--- src/rtl/dkongjr_audio_mixer_if.sv ---
// rtl/dkongjr_audio_mixer_if.sv - channel sample/gain bus and mixed-sample result bus for the audio mixer
// Optional clip flag is present only when MIXER_CLIP_DETECT_EN is defined.
interface dkongjr_audio_mixer_if #(
    parameter int NUM_CH     = 4,
    parameter int DATA_WIDTH = 16,
    parameter int GAIN_WIDTH = 9
);
    logic [NUM_CH*DATA_WIDTH-1:0] ch_in;
    logic [NUM_CH*GAIN_WIDTH-1:0] ch_gain;
    logic                         mute;
    logic signed [DATA_WIDTH-1:0] out;
    logic                         out_valid;
    logic                         busy;
`ifdef MIXER_CLIP_DETECT_EN
    logic                         clip;

    modport master (output ch_in, ch_gain, mute, input out, out_valid, busy, clip);
    modport slave  (input ch_in, ch_gain, mute, output out, out_valid, busy, clip);
`else
    modport master (output ch_in, ch_gain, mute, input out, out_valid, busy);
    modport slave  (input ch_in, ch_gain, mute, output out, out_valid, busy);
`endif
endinterface

--- src/rtl/dkongjr_audio_mixer.sv ---
// rtl/dkongjr_audio_mixer.sv - time-multiplexed per-channel gain mixer with saturation (optional MIXER_CLIP_DETECT_EN)
module dkongjr_audio_mixer #(
    parameter int NUM_CH     = 4,
    parameter int DATA_WIDTH = 16,
    parameter int GAIN_WIDTH = 9,
    parameter int GAIN_SCALE = 8,
    parameter int COUNT_BITS = 10
) (
    input  logic                  clk,
    input  logic                  reset,
    input  logic [COUNT_BITS-1:0] div,
    dkongjr_audio_mixer_if.slave  bus
);
    localparam int IW = $clog2(NUM_CH);
    localparam int AW = DATA_WIDTH + GAIN_WIDTH + $clog2(NUM_CH) + 1;
    localparam logic signed [AW-1:0] SMAX = AW'(2**(DATA_WIDTH-1) - 1);
    localparam logic signed [AW-1:0] SMIN = ~SMAX;
    localparam logic [IW-1:0] LAST_IDX = IW'(NUM_CH - 1);

    typedef enum logic [1:0] {IDLE, ACCUM, SAT} state_t;

    state_t                       state, state_nxt;
    logic [COUNT_BITS-1:0]        count;
    logic [COUNT_BITS-1:0]        div_m1;
    logic                         tick;
    logic signed [AW-1:0]         acc, acc_nxt;
    logic [IW-1:0]                idx, idx_nxt;
    logic signed [DATA_WIDTH-1:0] out_q, out_nxt;
    logic                         valid_q, valid_nxt;
    logic                         load;

    logic signed [DATA_WIDTH-1:0] snap_in   [NUM_CH];
    logic [GAIN_WIDTH-1:0]        snap_gain [NUM_CH];

    logic signed [AW-1:0]         mul_a, mul_b, prod;
    logic signed [AW-1:0]         r;
    logic                         sat_hi, sat_lo;
    logic signed [DATA_WIDTH-1:0] clamped;

    // div=0 wraps div-1 to all ones, giving the full 2^COUNT_BITS period
    assign div_m1 = div - COUNT_BITS'(1);
    assign tick   = (count == div_m1);

    // Free-running sample-tick divider; keeps counting even while a mix is in flight
    always_ff @(posedge clk) begin
        if (reset) begin
            count <= '0;
        end else if (tick) begin
            count <= '0;
        end else begin
            count <= count + COUNT_BITS'(1);
        end
    end

    // Shadow copy of all inputs taken on the accepted tick so the source may change afterwards
    always_ff @(posedge clk) begin
        if (load) begin
            for (int k = 0; k < NUM_CH; k++) begin
                snap_in[k]   <= bus.ch_in[k*DATA_WIDTH +: DATA_WIDTH];
                snap_gain[k] <= bus.ch_gain[k*GAIN_WIDTH +: GAIN_WIDTH];
            end
        end
    end

    // Shared multiplier operands, widened to the accumulator so the product never overflows
    always_comb begin
        mul_a = {{(AW-DATA_WIDTH){snap_in[idx][DATA_WIDTH-1]}}, snap_in[idx]};
        mul_b = {{(AW-GAIN_WIDTH){1'b0}}, snap_gain[idx]};
        prod  = mul_a * mul_b;
    end

    // Rescale by the gain fraction (floor) and clamp to the output sample range
    always_comb begin
        r       = acc >>> GAIN_SCALE;
        sat_hi  = (r > SMAX);
        sat_lo  = (r < SMIN);
        clamped = sat_hi ? {1'b0, {(DATA_WIDTH-1){1'b1}}} :
                  sat_lo ? {1'b1, {(DATA_WIDTH-1){1'b0}}} :
                  r[DATA_WIDTH-1:0];
    end

`ifdef MIXER_CLIP_DETECT_EN
    logic clip_q, clip_nxt;
    assign bus.clip = clip_q;
`endif

    // Next-state and datapath updates; a tick seen outside IDLE is simply ignored
    always_comb begin
        state_nxt = state;
        acc_nxt   = acc;
        idx_nxt   = idx;
        out_nxt   = out_q;
        valid_nxt = 1'b0;
        load      = 1'b0;
`ifdef MIXER_CLIP_DETECT_EN
        clip_nxt  = clip_q;
`endif
        case (state)
            IDLE: begin
                if (tick) begin
                    load      = 1'b1;
                    acc_nxt   = '0;
                    idx_nxt   = '0;
                    state_nxt = ACCUM;
                end
            end
            ACCUM: begin
                acc_nxt = acc + prod;
                idx_nxt = idx + IW'(1);
                if (idx == LAST_IDX) begin
                    idx_nxt   = '0;
                    state_nxt = SAT;
                end
            end
            SAT: begin
                out_nxt   = bus.mute ? '0 : clamped;
                valid_nxt = 1'b1;
`ifdef MIXER_CLIP_DETECT_EN
                clip_nxt  = clip_q | sat_hi | sat_lo;
`endif
                state_nxt = IDLE;
            end
            default: state_nxt = IDLE;
        endcase
    end

    // State and datapath registers; reset discards any partial mix
    always_ff @(posedge clk) begin
        if (reset) begin
            state   <= IDLE;
            acc     <= '0;
            idx     <= '0;
            out_q   <= '0;
            valid_q <= 1'b0;
`ifdef MIXER_CLIP_DETECT_EN
            clip_q  <= 1'b0;
`endif
        end else begin
            state   <= state_nxt;
            acc     <= acc_nxt;
            idx     <= idx_nxt;
            out_q   <= out_nxt;
            valid_q <= valid_nxt;
`ifdef MIXER_CLIP_DETECT_EN
            clip_q  <= clip_nxt;
`endif
        end
    end

    assign bus.out       = out_q;
    assign bus.out_valid = valid_q;
    assign bus.busy      = (state != IDLE);
endmodule

--- src/flat_wrapper.sv ---
// flat-port wrapper written by rule: the top's interface ports become plain ports
module dkongjr_audio_mixer_flat 
#(
    parameter int NUM_CH     = 4,
    parameter int DATA_WIDTH = 16,
    parameter int GAIN_WIDTH = 9,
    parameter int GAIN_SCALE = 8,
    parameter int COUNT_BITS = 10
)
  (clk, reset, div, bus_ch_in, bus_ch_gain, bus_mute, bus_out, bus_out_valid, bus_busy);
  dkongjr_audio_mixer_if #(.NUM_CH(NUM_CH), .DATA_WIDTH(DATA_WIDTH), .GAIN_WIDTH(GAIN_WIDTH)) bus_i ();
  input  logic clk;
  input  logic reset;
  input  logic [COUNT_BITS-1:0] div;
  input wire logic [$bits(bus_i.ch_in)-1:0] bus_ch_in;
  input wire logic [$bits(bus_i.ch_gain)-1:0] bus_ch_gain;
  input wire logic [$bits(bus_i.mute)-1:0] bus_mute;
  output wire logic [$bits(bus_i.out)-1:0] bus_out;
  output wire logic [$bits(bus_i.out_valid)-1:0] bus_out_valid;
  output wire logic [$bits(bus_i.busy)-1:0] bus_busy;
  assign bus_i.ch_in = bus_ch_in;
  assign bus_i.ch_gain = bus_ch_gain;
  assign bus_i.mute = bus_mute;
  assign bus_out = bus_i.out;
  assign bus_out_valid = bus_i.out_valid;
  assign bus_busy = bus_i.busy;
  dkongjr_audio_mixer #(.NUM_CH(NUM_CH), .DATA_WIDTH(DATA_WIDTH), .GAIN_WIDTH(GAIN_WIDTH), .GAIN_SCALE(GAIN_SCALE), .COUNT_BITS(COUNT_BITS)) u_core (.clk(clk), .reset(reset), .div(div), .bus(bus_i));
endmodule
--- config.mk ---
export PLATFORM = sky130hd
export DESIGN_NAME = dkongjr_audio_mixer_flat
export DESIGN_NICKNAME = d
export VERILOG_FILES = /design/src/rtl/dkongjr_audio_mixer_if.sv /design/src/rtl/dkongjr_audio_mixer.sv /design/src/flat_wrapper.sv
export SDC_FILE = /design/constraint.sdc
export NUM_CORES = 1
export LEC_CHECK = 0
export BUFFER_PORTS_ARGS = -buffer_cell sky130_fd_sc_hd__clkbuf_2
export CAP_MARGIN = 25
export CORE_MARGIN = 4
export CORE_UTILIZATION = 30
export DETAILED_ROUTE_END_ITERATION = 10
export GPL_TIMING_DRIVEN = 0
export SLEW_MARGIN = 20
export SYNTH_ARGS = -nofsm -noshare
export SYNTH_HDL_FRONTEND = slang
export SYNTH_SLANG_ARGS = --single-unit
--- constraint.sdc ---
create_clock -name clk -period 7.9 [get_ports clk]
set_input_delay 0.395 -clock clk [delete_from_list [all_inputs] [get_ports clk]]
set_output_delay 0.395 -clock clk [all_outputs]
set_load 0.005 [all_outputs]
==> impl_metrics.ini <==
[outcome]
status = finished, final reports clean

[yosys]
synthesis.area_mm2 = 0.01266
synthArstFlopShare = 0
synth-main-ff-cell = edfxtp_1
ys_ff_latch = 161
netlist_top_cells_area = fa_1, edfxtp_1, dfxtp_1, inv_1, ha_1
synth_area_leader_cell = fa_1
synth_cell_type_count = 62
synth_cells = 1181
yosysMostFrequentCell = inv_1
synth_edf_count = 100
synth_top_area_share = 0.2420
yosys-top-cells-count = inv_1, fa_1, nand2_1
syn-num-nets = 1515
syn_avg_cell_area_um2 = 10.72
synth_seq_area_share = 0.3337
ys.warnings.count = 0

[clock_tree]
clk_latency_ns = 0.43
post_cts_buffers = 0
postCtsHoldBufs = 0
clock-sinks = 161
ctsHtreeMaxLevel = 4
cts_tree = built
path_clk_slew_ns = 0.07
cts_buffers = 17
clockRootBuffer = clkbuf_16
max-clock-path-buffers = 2

[global_route]
busiest_layer = met2
grtUsageMet2 = 0.2407
met3_usage = 0.01785
antenna_found_initial = 0
met1_usage = 0.1752
grt_overflow_total = 0
grt_pass1_wl_mm = 48.41
grt_util_all_layers = 0.1348
grt_max_degree = 30
grt_pass1_vias = 9293

[power]
seqPwrFrac = 0.447
combPwrFrac = 0.134
power_density_mw_per_mm2 = 136.8
power_leakage_nw = 6.451
swShare = 0.2595
p_int_mw = 1.485
vdd_drop_max_v = 0.0001508
p_switching_mw = 0.5202
clkPwrFrac = 0.419

[timing]
slew_headroom = 0.4771
finalClockSkew_ns = 0.01342
fin_ws_ns = 0.5342
final_hold_viol_count = 0
maxSlewViolCount = 0
setup_viol = 0
fin_crit_ns = 7.366
grt_setup_unrepaired = false
worstMarginPinSlew_ns = 0.7824
fmax_mhz = 135.8
min_period_over_period = 0.9324

[min_path]
hold_class = in -> reg

[detailed_routing]
vias = 8727
dr.pass1.iters = 5
wl_per_cell_um = 15.95
drt_wl_total_mm = 29.91
drc = 0
ant_nets = 0
via_per_inst = 4.654
drt_iter0_drc = 451

[placement]
port_buffers = 129
hpwl_mm = 25.06
routabilityCongestion = 0.8575
dp_slack_ns = -0.08476

[setup_path]
cp-end-kind = flop
worstSetupStartpointType = flop
critPathArrivalTime_ns = 7.67
path_buf_inv = 8
path_cells = clkbuf_1 > clkbuf_2 > mux4_2 > clkbuf_1 > nand2_1 > fa_1 > inv_1 > fa_1 > inv_1 > fa_1 > inv_1 > fa_1 > inv_1 > fa_1 > inv_1 > ha_1 > nor3_1 > nor3_1 > a221oi_2 > o41ai_1 > mux2_2 > a2111oi_0 > a31oi_1
cp_slowest_cell = a221oi_2
cpPeakStageDelay_ns = 0.60
worstSetupPathType = reg -> reg
crit_fanout = 10
cp_data_required_time_ns = 8.20
path_delay_family = adder cells

[floorplan]
ios = 131
die_w_um = 213.4
die_area_mm2 = 0.04554
rows = 74
die_h_um = 213.4
core_mm2 = 0.04129
start_util = 0.3065

[finish]
post-route-util = 0.3550
drive_gt1_frac = 0.1608
syn_to_final_growth_pct = 15.82
fill_cells = 4172
layout.nets = 1664
diodes = 0
seqCellArea_mm2 = 0.004224
multi_input_area_mm2 = 0.007420

[job]
drv_cap = 0
[path summary, 6_finish.rpt]
check                                         from              endpoint  slack [ns]  depth (start not counted)
worst max-delay path                          flop        u_core.acc[27]        0.53                         23
worst min-delay path                 bus_ch_in[41]  u_core.snap_in[2][9]        0.14                          1
worst max register to register                flop        u_core.acc[27]        0.53                         23
worst min register to register  u_core.bus.out[12]    u_core.bus.out[12]        0.45                          2
[area by class of cell]
class / instances / area share
clock buffers: 17 / 0.02902
inverters: 235 / 0.06017
well taps: 532 / 0.04541
plain buffers: 33 / 0.01041
flip-flops and latches: 161 / 0.2882
multi-input cells: 750 / 0.5061
clock inverters: 15 / 0.01203
repair buffers: 132 / 0.04865
[power by group through the flow]
stage | Combinational, mW | Sequential [mW] | Clock, mW
CTS | 0.270 | 0.896 | 0.863
detailed placement | 0.268 | 0.915 | 0
finish | 0.269 | 0.896 | 0.840
floorplan | 0.185 | 0.914 | 0
global route | 0.306 | 0.896 | 0.901
global placement | 0.265 | 0.915 | 0
[metrics by stage]
stage | setup TNS (ns) | total power, mW | hold WS, ns | instances | area, um^2
after global routing | 0 | 2.103 | 0.1131 | 1875 | 14660
after detailed placement | -0.08476 | 1.183 | 0.4448 | 1845 | 14040
after global placement | -53.55 | 1.180 | 0.4437 | 1842 | 13970
after CTS | 0 | 2.029 | 0.1101 | 1876 | 14640
final | 0 | 2.005 | 0.1355 | 1875 | 14660
after floorplan | 0 | 1.100 | 0.4353 | 1181 | 12660
[cells by family after synthesis]
kind of cell / share of synthesized area
compound gates: 0.08096
xor+xnor: 0.03045
fa+ha+maj: 0.3092
buf+inv: 0.08165
flops: 0.3337
mux: 0.04962
simple gates: 0.1144
[what timing repair did]
item                                    4_1_cts  5_1_grt
endpoints found under the setup margin        1        2
gates resized for setup                       2        9
pin swaps                                     0        0
[state kept, by name, summed over array words and instances (netlist names), named ones only]
register              count
u_core.snap_in           64
u_core.acc               28
u_core.state              2
u_core.idx                2
u_core.count             10
u_core.bus.out_valid      1
u_core.bus.out           16
u_core.snap_gain         36
[placed cells by master (no fill, tap or decap), drive strengths merged, types with 6 or more instances in the layout]
cell | synthesis | final
ha | 68 | 68
xnor2 | 25 | 25
dfxtp | 61 | 61
a21oi | 39 | 39
and2 | 61 | 61
a221oi | 6 | 6
nand3 | 13 | 13
nor4 | 7 | 7
o31ai | 6 | 6
nand2b | 7 | 7
a22o | 7 | 7
clkbuf | 27 | 172
clkinv | 0 | 6
buf | 8 | 10
mux4 | 25 | 25
edfxtp | 100 | 100
nor3 | 11 | 11
nor2 | 33 | 33
a211oi | 7 | 7
a21o | 14 | 14
nand2 | 139 | 139
fa | 153 | 153
xor2 | 19 | 19
inv | 235 | 241
o21ai | 47 | 47
[metal layers]
metal | up-vias | share of wire
met3 | 23 | 0.026
met4 | 0 | 0.013
met5 | - | 0
li1 | 4156 | -
met1 | 4424 | 0.44
met2 | 124 | 0.52
No activity file was read; power rests on OpenSTA's default activity.
